==> src/rtl/hazard_ctrl.sv <==
// hazard_ctrl: pipeline hazard controller paired with the ID/EX register.
// Resolves load-use stalls, multi-cycle EX ops and taken-branch flushes.
// Optional build macro HAZARD_PERF_EN adds stall/flush performance counters.
module hazard_ctrl #(
   parameter int LONG_LAT    = 4,
   parameter int FLUSH_SLOTS = 1
) (
   input  logic       clk,
   input  logic       rst,
   input  logic [4:0] id_rs1_addr,
   input  logic [4:0] id_rs2_addr,
   input  logic       id_uses_rs1,
   input  logic       id_uses_rs2,
   input  logic [4:0] ex_rd_addr,
   input  logic       ex_mem_read,
   input  logic       ex_long_op,
   input  logic       ex_branch_taken,
   output logic       pc_we,
   output logic       ifid_we,
   output logic       ifid_flush,
   output logic       idex_bubble,
   output logic       idex_hold,
   output logic       exmem_bubble,
   output logic       long_done,
   output logic [1:0] hz_state
`ifdef HAZARD_PERF_EN
   ,
   output logic [31:0] perf_stall_cnt,
   output logic [31:0] perf_flush_cnt
`endif
);

   localparam int MAXV = (LONG_LAT > FLUSH_SLOTS) ? LONG_LAT : FLUSH_SLOTS;
   localparam int CW   = ($clog2(MAXV + 1) < 1) ? 1 : $clog2(MAXV + 1);

   // Counter reload values: LONG_BUSY covers LONG_LAT-1 cycles after the entry cycle,
   // FLUSH covers FLUSH_SLOTS cycles after the redirect cycle.
   localparam logic [CW-1:0] LONG_RELOAD  = CW'(LONG_LAT - 2);
   localparam logic [CW-1:0] FLUSH_RELOAD = (FLUSH_SLOTS > 0) ? CW'(FLUSH_SLOTS - 1) : '0;

   typedef enum logic [1:0] {
      ST_RUN   = 2'd0,
      ST_LONG  = 2'd1,
      ST_FLUSH = 2'd2
   } state_t;

   state_t        state_q, state_d;
   logic [CW-1:0] cnt_q, cnt_d;
   logic          load_use;

   // x0 is hardwired, so a load targeting it can never create a dependency
   assign load_use = ex_mem_read && (ex_rd_addr != 5'd0) &&
                     ((id_uses_rs1 && (id_rs1_addr == ex_rd_addr)) ||
                      (id_uses_rs2 && (id_rs2_addr == ex_rd_addr)));

   // State and counter registers
   always_ff @(posedge clk or negedge rst) begin
      if (!rst) begin
         state_q <= ST_RUN;
         cnt_q   <= '0;
      end else begin
         state_q <= state_d;
         cnt_q   <= cnt_d;
      end
   end

   // Next-state logic and Mealy control outputs; reset forces the safe NOP pattern
   always_comb begin
      state_d      = state_q;
      cnt_d        = cnt_q;
      pc_we        = 1'b1;
      ifid_we      = 1'b1;
      ifid_flush   = 1'b0;
      idex_bubble  = 1'b0;
      idex_hold    = 1'b0;
      exmem_bubble = 1'b0;
      long_done    = 1'b0;
      hz_state     = state_q;

      case (state_q)
         ST_RUN: begin
            if (ex_branch_taken) begin
               // redirect wins; any long op from the same instruction is dropped
               ifid_flush  = 1'b1;
               idex_bubble = 1'b1;
               if (FLUSH_SLOTS > 0) begin
                  cnt_d   = FLUSH_RELOAD;
                  state_d = ST_FLUSH;
               end
            end else if (ex_long_op) begin
               pc_we        = 1'b0;
               ifid_we      = 1'b0;
               idex_hold    = 1'b1;
               exmem_bubble = 1'b1;
               cnt_d        = LONG_RELOAD;
               state_d      = ST_LONG;
            end else if (load_use) begin
               // bubble clears ex_mem_read next cycle, so this lasts one cycle
               pc_we       = 1'b0;
               ifid_we     = 1'b0;
               idex_bubble = 1'b1;
            end
         end
         ST_LONG: begin
            if (cnt_q != '0) begin
               pc_we        = 1'b0;
               ifid_we      = 1'b0;
               idex_hold    = 1'b1;
               exmem_bubble = 1'b1;
               cnt_d        = cnt_q - CW'(1);
            end else begin
               long_done = 1'b1;
               state_d   = ST_RUN;
            end
         end
         ST_FLUSH: begin
            ifid_flush = 1'b1;
            if (ex_branch_taken) begin
               idex_bubble = 1'b1;
               cnt_d       = FLUSH_RELOAD;
            end else if (cnt_q == '0) begin
               state_d = ST_RUN;
            end else begin
               cnt_d = cnt_q - CW'(1);
            end
         end
         default: begin
            state_d = ST_RUN;
            cnt_d   = '0;
         end
      endcase

      if (!rst) begin
         state_d      = ST_RUN;
         cnt_d        = '0;
         pc_we        = 1'b0;
         ifid_we      = 1'b0;
         ifid_flush   = 1'b0;
         idex_bubble  = 1'b1;
         idex_hold    = 1'b0;
         exmem_bubble = 1'b0;
         long_done    = 1'b0;
         hz_state     = ST_RUN;
      end
   end

`ifdef HAZARD_PERF_EN
   logic [31:0] perf_stall_q, perf_flush_q;

   // Free-running stall and flush cycle counters, wrapping at 2^32
   always_ff @(posedge clk or negedge rst) begin
      if (!rst) begin
         perf_stall_q <= '0;
         perf_flush_q <= '0;
      end else begin
         if (!pc_we)     perf_stall_q <= perf_stall_q + 32'd1;
         if (ifid_flush) perf_flush_q <= perf_flush_q + 32'd1;
      end
   end

   assign perf_stall_cnt = perf_stall_q;
   assign perf_flush_cnt = perf_flush_q;
`endif

endmodule

==> config.mk <==
export PLATFORM = sky130hd
export DESIGN_NAME = hazard_ctrl
export DESIGN_NICKNAME = d
export VERILOG_FILES = /design/src/rtl/hazard_ctrl.sv
export SDC_FILE = /design/constraint.sdc
export NUM_CORES = 1
export LEC_CHECK = 0
export CAP_MARGIN = 30
export CORE_MARGIN = 10
export CORE_UTILIZATION = 30
export CTS_CLUSTER_DIAMETER = 150
export DETAILED_ROUTE_END_ITERATION = 10
export HOLD_SLACK_MARGIN = 0.12
export PLACE_DENSITY = 0.71
export SYNTH_ARGS = -nofsm -noshare
export SYNTH_HDL_FRONTEND = slang
export SYNTH_SLANG_ARGS = --single-unit
==> constraint.sdc <==
create_clock -name clk -period 2.6 [get_ports clk]
set_input_delay 0.65 -clock clk [delete_from_list [all_inputs] [get_ports clk]]
set_output_delay 0.65 -clock clk [all_outputs]
set_load 0.1 [all_outputs]
==> metrics.txt, run 1 <==
status completed; Crit path arrival time about 1900 ps; gr usage total ~9.9%; syn avg cell area between 8 and 9 sq um; crit path max-delay cell type or4_4; DP Wirelength about 1500 um; Die Ht 64.1 um; crit-path leading delay family simple AND/OR/NAND/NOR gates; fin crit share approximately 100%; Synth Cell Area approximately 600 sq um; # DRC 0; RSZ-0062 raised after global routing no; slew margin rel. 67.5%; I/O pin total 31; Worst Path Required just under 2000 ps; critical path cell sequence buf_2, or4_4, o2111ai_4, o21ba_4, buf_12; Initial Util 32.7%; total power between 300 and 400 uW; MaxCap Viol Count 0; EDFF count, synth 0; post-synthesis sequential area ratio roughly 21%; Switch Pwr about 160 uW; worst-path fanout max 3; peak supply drop 0.000356 V; synth warn 0; Post-synth ARST share 100%; Cells after DPL approximately 130; final std cells w/o fill ~130; Synth area leaders dfrtp_1, xor2_1, a21oi_1; Hold WC Path Type reg2reg; register share of total power around 23%; Clock Sinks 5; sw frac between 40% and 50%; H-tree depth 1; synth unique cells 32; drt initial violations 16; die width 64.1 um; Comb pwr share a little under three fifths; cell row count 15; initial antenna violation count 0; clk root buf clkbuf_4; Vias around 650; Max clock buf depth 2; ANT cells 0; Syn Nets slightly above 90; Post-Synthesis Cells 69; CP Class in2out; setup_tns 0 ps; number of global-route vias before repair slightly above 700; layout cells sized above 1 42.6%; Worst-Margin Slew between 400 and 500 ps; TritonCTS clock tree yes; GPL Wtd Cong 0.818; gr ovfl total 0; hold buffers post-CTS 0; CP startpoint kind input pin; DR pass1 iterations 4; number of synthesized register bits 5; # Post-CTS Setup Buffers 0; leakage power about 0.00048 uW; Slew Viols, Final 0; Final setup viols 0; f_max roughly 390 MHz; IO Port Bufs 30; Synth top area share between 20% and 30%; crit path buf inv count 2; CP max stage delay approximately 570 ps; Clock Latency Late Sink between 200 and 250 ps; final hold vios 0; antenna-violating nets left 0; CTS Buf Count 3; pin count of the biggest net entering global routing 12; first-pass GRT wire length approximately 3300 um; die area between 4000 and 5000 sq um; final net count 133; clock network fraction of total power ~22%; Syn-to-layout area delta 95.9%; Final min period between 2000 and 3000 ps; vias per cell slightly below 5; Worst Setup End Kind output pin; Yosys top cell by area dfrtp_1; clock skew between 2 and 2.5 ps; core area 1780 sq um; Avg WL per Cell ~15 um; fill count 149; final wirelength roughly 1900 um; power density cells between 300 and 400 nW/um^2; Synth Flop Type dfrtp_1; internal power ~230 uW; Reg clk slew, reported paths 40 ps
-- final timing paths --
check | start | to | slack (ps) | cells after the start
setup / recovery | ex_rd_addr[1] | pc_we | 40 | 5
hold / removal | cnt_q[1] | cnt_q[1] | 550 | 2
setup reg to reg | state_q[1] | cnt_q[0] | 1040 | 4
hold reg to reg | cnt_q[1] | cnt_q[1] | 550 | 2
max in group asynchronous | rst | cnt_q[2] | 1660 | 2
min in group asynchronous | rst | cnt_q[1] | 830 | 2
-- cell type report --
class	instances	area, sq um	share of cell area (%)
multi-input cells	54	520	45.6
repair buffers	39	417	36.5
flip-flops and latches	5	125	11.0
well taps	25	31.3	2.74
clock buffers	4	26.3	2.30
inverters	6	22.5	1.97
-- cells in the final DEF, fill, tap and decap left out, drive strengths merged, types with 3 or more instances in the layout --
cell / count
dlygate4sd2: 5
nor2b: 3
clkdlybuf4s50: 4
dfrtp: 5
nor2: 5
a21oi: 6
nor4: 3
inv: 6
buf: 22
xor2: 8
clkbuf: 8
o21ai: 3
-- stage by stage --
| step | setup slack [ps] | hold slack, ps | util, % | cell area, sq um |
|---|---|---|---|---|
| 2_1_floorplan | -140 | 354 | - | 637 |
| 3_3_place_gp | -352 | 537 | 60.4 | 1080 |
| 3_5_place_dp | -369 | 539 | 60.4 | 1080 |
| 4_1_cts | 6.24 | 546 | 62.4 | 1110 |
| 5_1_grt | 1.12 | 616 | 64.1 | 1140 |
| 6_report | 40.1 | 549 | 64.1 | 1140 |
-- sequential cells by signal, summed over array words and instances, names as in the netlist --
name,count
cnt_q,3
state_q,2
-- worst register-to-register path, delay by kind of cell, from the launching register on --
family	cells	cell delay (ps)
AOI/OAI and AO/OA	1	140
DFF	1	570
and+or+nand+nor	3	770
-- cells in the mapped netlist, types with 2 or more instances --
master     number
dfrtp_1         5
or4_1           2
o21ai_0         3
ha_1            2
buf_4           2
xnor2_1         2
nor2_1          5
buf_6           2
inv_1           6
nand2b_1        2
nor4_1          2
nor3_1          2
nor2b_1         2
xor2_1          8
o2111ai_1       2
a21oi_1         6
-- cell families (layout without fill, tap and decap cells) --
kind of cell               Yosys count  after routing  synth area share (%)
DFF                                  5              5                  21.5
xor gates and xnor gates            10             10                  15.0
adders and majority gates            2              2                  4.29
buffers and inverters               10             49                  10.3
and+or+nand+nor                     24             24                  28.5
AOI/OAI and AO/OA                   18             18                  20.4
-- per-layer routing --
| metal | global-route usage (%) | vias up | wire length (um) |
|---|---|---|---|
| met5 | 0 | - | 0 |
| met4 | 4.92 | 0 | 40 |
| met3 | 1.39 | 4 | 116 |
| met2 | 17.3 | 27 | 930 |
| met1 | 11.3 | 299 | 844 |
| li1 | - | 323 | - |
-- power groups by stage --
stage                     clock network, uW  registers (uW)  logic, uW
after floorplan                           0            84.9        127
after global placement                    0            90.5        207
after detailed placement                  0            90.8        210
after CTS                              91.2            89.7        209
after global routing                   93.2            90.9        229
final                                  86.6            89.6        215
-- timing repair --
item / in CTS / in global routing
pin swaps: 9 / 9
endpoints found under the setup margin: 3 / 5
gates resized for setup: 35 / 17
Power figures use the tool's default switching activity.
==> inputs of run 2 (changes only) <==
--- a/config.mk
+++ b/config.mk
@@ -7,11 +7,11 @@
 export LEC_CHECK = 0
 export CAP_MARGIN = 30
 export CORE_MARGIN = 10
-export CORE_UTILIZATION = 30
+export CORE_UTILIZATION = 38
 export CTS_CLUSTER_DIAMETER = 150
 export DETAILED_ROUTE_END_ITERATION = 10
 export HOLD_SLACK_MARGIN = 0.12
-export PLACE_DENSITY = 0.71
+export PLACE_DENSITY = 0.85
 export SYNTH_ARGS = -nofsm -noshare
 export SYNTH_HDL_FRONTEND = slang
 export SYNTH_SLANG_ARGS = --single-unit
==> run 2 against run 1 <==
Compared with the run above: sequential power increased by 0.7%; combinational power is essentially flat; via count rose by 0.46%; final cell count down 6.8%; maximum frequency down 0.49%; critical endpoint unchanged.
==> metrics.txt, run 2 (same netlist as run 1, synthesis figures left out) <==
status completed; RSZ-0062 raised after global routing no; Avg WL per Cell 16.7 um (+15%); DR WL met3 88 um (-24%); crit-path leading delay family simple AND/OR/NAND/NOR gates; peak supply drop 0.000268 V (-25%); CP Class in2out; Crit path arrival time 1920 ps (about the same); Syn-to-layout area delta 93.8%; final net count 133 (unchanged); Die Ht 59.2 um (-7.7%); cell row count 14 (-1); GPL Wtd Cong 0.800 (-2.1%); met1 WL 842 um (-0.24%); fin crit share 98.9% (+0.49 points); first-pass GRT wire length 3230 um (-2.3%); final core occ 76.8% (+13 points); slew margin rel. 65.5% (-2.0 points); final wirelength 2070 um (+7.1%); largest reg by FF count cnt_q; drt initial violations 8 (-8); commonest non-fill, non-tap cells in the layout buf_4, buf_12, xor2_1; layout cells sized above 1 45.4% (+2.8 points); CP startpoint kind input pin; Slew Viols, Final 0 (unchanged); H-tree depth 1 (unchanged); f_max 389 MHz (-0.49%); gr ovfl total 0 (unchanged); vias per cell 5.29 (+7.8%); Clock Sinks 5 (unchanged); gr usage total 11.7% (+1.8 points); Cells after DPL 119 (-7.8%); Top Metal Used met4; met2 WL post-DR 1120 um (+20%); leakage power 0.000486 uW (+1.4%); final hold vios 0 (unchanged); critical path cell sequence buf_4, or4_4, o2111ai_4, o21ba_4, buf_12; Worst Path Required 1950 ps (about the same); worst-path fanout max 3 (unchanged); final setup margin 27.5 ps (-12.7 ps); pin count of the biggest net entering global routing 12 (unchanged); Reg clk slew, reported paths 40 ps (about the same); Final min period 2570 ps (+12.7 ps); power density cells 348 nW/um^2 (+1.5%); hold buffers post-CTS 0 (unchanged); core area 1470 sq um (-17%); DR pass1 iterations 2 (-2); number of global-route vias before repair 689 (-2.4%); # DRC 0 (unchanged); Initial Util 39.6% (+6.9 points); DP Wirelength 1650 um (+7.8%); Regs by FF count cnt_q x3, state_q x2; die width 59.2 um (-7.7%); Max clock buf depth 2 (unchanged); clock skew 1.72 ps (-0.348 ps); Clock Latency Late Sink 230 ps (about the same); MaxCap Viol Count 0 (unchanged); Worst Setup End Kind output pin; Vias 656 (+0.46%); Hold WC Path Type reg2reg; R2R setup slack 990 ps (-50 ps); clk root buf clkbuf_4; IO Port Bufs 30 (unchanged); I/O pin total 31 (unchanged); CTS Buf Count 3 (unchanged); ANT cells 0 (unchanged); crit path max-delay cell type or4_4; Worst-Margin Slew 518 ps (+34.3 ps); most common cell after layout, fill and taps aside buf_4; initial antenna violation count 0 (unchanged); CP max stage delay 570 ps (about the same); TritonCTS clock tree yes; crit path buf inv count 2 (unchanged); final std cells w/o fill 124 (-6.8%); Place WS -383 ps (-14.0 ps); antenna-violating nets left 0 (unchanged); Final setup viols 0 (unchanged); max reg flops 3 (unchanged); die area 3500 sq um (-15%)
## run 2: path summary, 6_finish.rpt
kind                       depth (start not counted)          start         end
min reg2reg                                        2       cnt_q[1]    cnt_q[1]
min                                                2       cnt_q[1]    cnt_q[1]
min in group asynchronous                          2            rst  state_q[0]
max reg2reg                                        4     state_q[0]    cnt_q[0]
max in group asynchronous                          2            rst    cnt_q[0]
max                                                5  ex_rd_addr[4]       pc_we
## run 2: layer usage
| metal | track usage, % | vias up |
|---|---|---|
| met4 | 5.25 | 0 |
| li1 | - | 324 |
| met2 | 21.9 | 24 |
| met3 | 2.15 | 2 |
| met5 | 0 | - |
| met1 | 12.1 | 306 |
## run 2: tightest hold or removal path, stage by stage (launching register included)
cell and delay [ps]:
dfrtp_1 370, o21ai_0 70, a21oi_1 70
## run 2: per-stage QoR
stage	total power, uW	instance area, sq um	hold WS [ps]	TNS [ps]
2_1_floorplan	212	637	354	-206
3_3_place_gp	296	1060	532	-995
3_5_place_dp	301	1060	548	-1180
4_1_cts	392	1100	554	-0.890
5_1_grt	415	1130	578	0
6_report	393	1130	547	0
## run 2: layout make-up
type,count,area [sq um]
clock buffer,4,26.3
fill,103,342
inverter,6,22.5
tap,16,20.0
multi-input combinational,54,514
sequential,5,125
timing repair buffer,39,422
## run 2: timing repair
action	4_1_cts	5_1_grt
endpoints found under the setup margin	5	5
pin swaps	11	13
resized for setup	37	20
setup buffers	0	1
## run 2: power breakdown
| part | total, uW | leakage, uW | switching, uW | internal (uW) |
|---|---|---|---|---|
| logic | 218 | 0.000404 | 124 | 94.4 |
| registers | 90.2 | 0.0000676 | 8.26 | 81.9 |
| clock network | 84.6 | 0.0000150 | 26.9 | 57.7 |
| total | 393 | 0.000486 | 159 | 234 |
